--- config.mk ---
export PLATFORM = sky130hd
export DESIGN_NAME = hazard_detect_unit
export DESIGN_NICKNAME = d
export VERILOG_FILES = /design/src/rtl/hazard_detect_unit.sv
export SDC_FILE = /design/constraint.sdc
export NUM_CORES = 1
export LEC_CHECK = 0
export ABC_AREA = 1
export BUFFER_PORTS_ARGS = -buffer_cell sky130_fd_sc_hd__buf_2
export CAP_MARGIN = 20
export CORE_UTILIZATION = 30
export CTS_CLUSTER_DIAMETER = 100
export DETAILED_ROUTE_END_ITERATION = 12
export PLACE_DENSITY = 0.59
export SYNTH_ARGS = -nofsm -noshare
export SYNTH_HDL_FRONTEND = slang
export SYNTH_SLANG_ARGS = --single-unit
--- constraint.sdc ---
create_clock -name clk -period 1.8 [get_ports clk]
set_input_delay 0.36 -clock clk [delete_from_list [all_inputs] [get_ports clk]]
set_output_delay 0.36 -clock clk [all_outputs]
set_load 0.005 [all_outputs]
--- src/rtl/hazard_detect_unit.sv ---
// Hazard detection for an in-order pipeline. It stalls ID on a load-use hazard or an ecall x17 dependency,
// drains the pipeline after a halting ecall, and counts stall cycles.
module hazard_detect_unit (
  input  logic        clk,
  input  logic        reset,
  input  logic        id_valid,
  input  logic [4:0]  id_rs1,
  input  logic [4:0]  id_rs2,
  input  logic        id_use_rs1,
  input  logic        id_use_rs2,
  input  logic [4:0]  id_rd,
  input  logic        id_reg_write,
  input  logic        id_mem_read,
  input  logic        id_is_ecall,
  input  logic        id_halt_req,
  output logic        is_stall,
  output logic        pc_write,
  output logic        ifid_write,
  output logic        is_halted,
  output logic [15:0] stall_count
);

  typedef enum logic [1:0] {RUN, DRAIN, HALTED} state_t;

  typedef struct packed {
    logic       valid;
    logic [4:0] rd;
    logic       reg_write;
    logic       mem_read;
  } slot_t;

  localparam slot_t BUBBLE = '{valid: 1'b0, rd: 5'd0, reg_write: 1'b0, mem_read: 1'b0};
  localparam logic [4:0] ECALL_ARG_REG = 5'd17;

  state_t      state, state_next;
  logic [1:0]  drain_cnt, drain_cnt_next;
  slot_t       ex_slot, mem_slot, wb_slot;
  logic        load_use, ecall_dep, accept;

  assign load_use = ex_slot.valid && ex_slot.mem_read && (ex_slot.rd != 5'd0) &&
                    ((id_use_rs1 && (id_rs1 == ex_slot.rd)) ||
                     (id_use_rs2 && (id_rs2 == ex_slot.rd)));

  // The ecall reads x17 in ID, so an ALU producer in EX or a load still in MEM must be waited on.
  assign ecall_dep = id_is_ecall &&
                     ((ex_slot.valid && ex_slot.reg_write && (ex_slot.rd == ECALL_ARG_REG)) ||
                      (mem_slot.valid && mem_slot.mem_read && (mem_slot.rd == ECALL_ARG_REG)));

  assign is_stall   = (state == RUN) ? (id_valid && (load_use || ecall_dep)) : 1'b1;
  assign pc_write   = !is_stall;
  assign ifid_write = !is_stall;
  assign is_halted  = (state == HALTED);
  assign accept     = (state == RUN) && id_valid && !is_stall;

  // NOTE: every variable in an always_comb gets a default first; a path that leaves one unassigned
  // infers a latch.
  always_comb begin
    state_next     = state;
    drain_cnt_next = drain_cnt;
    unique case (state)
      RUN: begin
        if (accept && id_is_ecall && id_halt_req) begin
          state_next     = DRAIN;
          drain_cnt_next = 2'd3;
        end
      end
      DRAIN: begin
        drain_cnt_next = drain_cnt - 2'd1;
        if (drain_cnt == 2'd1) state_next = HALTED;
      end
      HALTED: state_next = HALTED;
      default: state_next = RUN;
    endcase
  end

  // NOTE: sequential state uses non-blocking assignments so every register samples pre-edge values;
  // blocking here would let the slot shift read its own freshly written neighbour.
  always_ff @(posedge clk or posedge reset) begin
    if (reset) begin
      state     <= RUN;
      drain_cnt <= 2'd0;
    end else begin
      state     <= state_next;
      drain_cnt <= drain_cnt_next;
    end
  end

  always_ff @(posedge clk or posedge reset) begin
    if (reset) begin
      ex_slot  <= BUBBLE;
      mem_slot <= BUBBLE;
      wb_slot  <= BUBBLE;
    end else begin
      wb_slot  <= mem_slot;
      mem_slot <= ex_slot;
      if (accept) begin
        ex_slot <= '{valid: 1'b1, rd: id_rd, reg_write: id_reg_write, mem_read: id_mem_read};
      end else begin
        ex_slot <= BUBBLE;
      end
    end
  end

  // Only RUN-state stalls are counted, so drain and halt cycles do not pollute the metric.
  always_ff @(posedge clk or posedge reset) begin
    if (reset) begin
      stall_count <= 16'd0;
    end else if ((state == RUN) && is_stall && (stall_count != 16'hFFFF)) begin
      stall_count <= stall_count + 16'd1;
    end
  end

endmodule

==> summary.txt <==
Run status
  – Status: finished with violations
  – Failing checks: setup timing

Yosys
  – Mux share of post-synthesis cell area: 0%
  – Register area share after synthesis: 44.1%
  – Syn Nets: 286
  – Post-synth top flop: dfrtp_1
  – Synth Area in Adders: 3.78%
  – Synth Area in Simple Gates: 32.5%
  – Synth Area in Compound Gates: 3.72%
  – Largest family of logic cells by synthesized area: simple AND/OR/NAND/NOR gates
  – Post-synth cell types: 27
  – Post-synth EDFFs: 0
  – Syn Inst Count: 256
  – Mapped Avg Cell Area: 7.75 um^2
  – Yosys reg bits: 35
  – Netlist Area Pre-Place: 1980 um^2
  – Number of synthesis warnings: 0
  – Xor/xnor cell area share of the yosys netlist: 5.74%
  – Async SR Flop Fraction: 100%

Timing
  – Fmax: 493 MHz
  – Final setup fails: 3
  – Minimum clock period: 2030 ps
  – Final Skew: 6.35 ps
  – RSZ-0062 raised after global routing: true
  – Ratio of final minimum period to clock period: 113%
  – Max-slew headroom at the worst pin: 67.8%
  – Worst setup margin: -227 ps
  – Slew Limit Fails: 0
  – Final Hold Fails: 0
  – Setup Total Neg Slack: -643 ps
  – Slew @ Worst Pin: 481 ps

Critical path
  – Crit path capture type: output pin
  – Critical path class: reg2out
  – CP max-delay cell: dfrtp_2
  – Arrival @ worst endpoint: 1670 ps
  – Crit path top cell by count: nand2_1
  – Critical Path RT: 1440 ps
  – Worst-path cell chain: nand2_1 -> nand2_1 -> nor2_2 -> nand3_1 -> nand2_1 -> nand2_2 -> a21boi_4 -> or2_4 -> inv_2 -> buf_2
  – Worst path max stage delay: 450 ps
  – Worst-path fanout max: 5
  – Worst Setup Start Kind: flop

Global route
  – First-pass GRT wire length: 7.97 mm
  – Vias in the first global route: 1821
  – Antenna violations before repair: 0
  – Largest net degree at the start of global routing: 36
  – Remaining Overflow, GRT: 0
  – GRT Overall Usage: 14.1%

Routing
  – Routed WL per cell: 11.1 um
  – 1st-pass router iterations: 4
  – Routed via count: 1787
  – ANT nets after route: 0
  – Final wirelength: 4.45 mm
  – Detailed Route Iter0 Violations: 58
  – Vias per Instance: 4.45
  – DRC: 0

Worst hold path
  – HP Class: in2async

Final layout
  – Final #Nets: 354
  – Final core utilization: 40.0%
  – Synth-to-Final Area Change: 28.1%
  – Diode count: 0
  – Share of post-route cells with drive strength above 1: 30.8%
  – Fillers: 673

Floorplanning
  – Chip height: 83.3 um
  – Die width: 83.3 um
  – IO Pins: 44
  – Die area: 6940 um^2
  – FP Rows: 29
  – Initial core utilization: 31.3%
  – Core ar.: 6350 um^2

CTS
  – CTS Buf Count: 5
  – Clock transition at path regs: 70 ps
  – TritonCTS clock tree: yes
  – CTS max path bufs: 2
  – CTS sink cnt: 35
  – Clk root buf: clkbuf_8
  – Clock Latency Late Sink: 280 ps
  – Htree depth: 2

Job
  – Max Cap Viol: 0

Placement
  – Port Buffers: 43
  – RePlAce Congestion: 0.849
  – Detailed Place HPWL: 3.39 mm
  – Setup WS pre-CTS: -40.9 ps

Power and ir drop
  – Worst VDD drop: 0.399 mV
  – Pwr/cell area: 861 nW/um^2
  – Leak Pwr: 0.00139 uW
## path summary, 6_finish.rpt
kind                                      start                           to  slack (ps)  depth (start not counted)
max                        ex_slot[5]$_DFF_PP0_                     pc_write        -230                         10
min                                       reset   stall_count[4]$_DFFE_PP0P_         180                          3
max reg2reg                state[0]$_DFFE_PP0P_  stall_count[10]$_DFFE_PP0P_          20                          9
min reg2reg                ex_slot[0]$_DFF_PP0_        mem_slot[0]$_DFF_PP0_         380                          0
max in group asynchronous                 reset         ex_slot[6]$_DFF_PP0_        1270                          3
min in group clk                       id_rd[2]         ex_slot[4]$_DFF_PP0_         280                          3
## metal layers
layer | wire length [um] | up-vias | track usage, %
met3 | 201 | 4 | 3.38
met5 | 0 | - | 0
li1 | - | 921 | -
met4 | 28 | 0 | 3.45
met1 | 2040 | 824 | 17.8
met2 | 2180 | 38 | 24.3
## through the flow
stage | instance area (um^2) | total power [uW] | cells | hold slack [ps]
2_1_floorplan | 1980 | 1420 | 256 | 354
3_3_place_gp | 2340 | 1600 | 384 | 378
3_5_place_dp | 2340 | 1620 | 384 | 376
4_1_cts | 2510 | 2200 | 401 | 190
5_1_grt | 2540 | 2390 | 402 | 207
6_report | 2540 | 2190 | 402 | 178
## state kept, by name (all words and copies together) (netlist names)
register	flops
stall_count	16
state	2
mem_slot	7
ex_slot	8
drain_cnt	2
## final cells by class
cell class | instances | area (um^2) | share of cell area [%]
clock inverter | 3 | 15.0 | 0.591
timing repair buffer | 63 | 365 | 14.4
timing repair inverter | 1 | 6.26 | 0.246
inverter | 43 | 169 | 6.64
multi-input combinational | 175 | 942 | 37.1
sequential | 35 | 880 | 34.6
tap | 77 | 96.3 | 3.79
clock buffer | 5 | 68.8 | 2.71
## power by group
group	total (uW)	internal [uW]	switching, uW	leakage (uW)
combinational	657	280	377	0.000895
sequential	992	908	83.3	0.000448
clock	540	265	276	0.0000477
total	2190	1450	736	0.00139
## cells in the mapped netlist, types with 3 or more instances
cell type	number	share of area, %
nand3_1	19	4.8
nand2_1	86	16
nor3_1	6	1.5
ha_1	6	3.8
inv_1	38	7.2
xor2_1	7	3.1
nor2_1	24	4.5
o21ai_2	3	1.3
inv_2	4	0.76
dfrtp_1	35	44
xnor2_1	6	2.6
## cells by family after synthesis
group | count (synthesis)
xor gates and xnor gates | 13
AOI/OAI and AO/OA | 9
and+or+nand+nor | 147
buffers and inverters | 46
DFF | 35
adders and majority gates | 6
## placed cells by master (no fill, tap or decap)
cell / instances
nand2_1: 86
buf_2: 43
inv_1: 36
dfrtp_1: 32
nor2_1: 20
buf_4: 20
nand3_1: 18
xor2_1: 7
inv_2: 6
nor3_1: 6
xnor2_1: 6
ha_1: 6
clkbuf_8: 5
nor2_2: 3
o21ai_2: 3
clkinv_2: 3
dfrtp_2: 3
nand4_1: 2
nand2_2: 2
nor4_1: 2
nand4_2: 2
o21ai_1: 2
nor2_4: 1
a21boi_4: 1
nor3_2: 1
nor3_4: 1
a31oi_1: 1
nand2_8: 1
inv_8: 1
or2_4: 1
nand3_2: 1
o21bai_2: 1
o21ai_0: 1
inv_4: 1
## repair_timing
item                                    4_1_cts  5_1_grt
pin swaps                                     3        6
setup buffers                                 8        1
endpoints found under the hold margin         0        0
gates cloned                                  1        0
endpoints found under the setup margin        5       23
resized for setup                             6        9
hold buffers                                  0        0
## critical path: cells and delay by family (launching register included)
family / cells / cell delay, ps
DFF: 1 / 450
and+or+nand+nor: 7 / 640
AOI/OAI and AO/OA: 1 / 160
buffers and inverters: 2 / 140
Note: power is estimated with default switching activity, not from simulation.
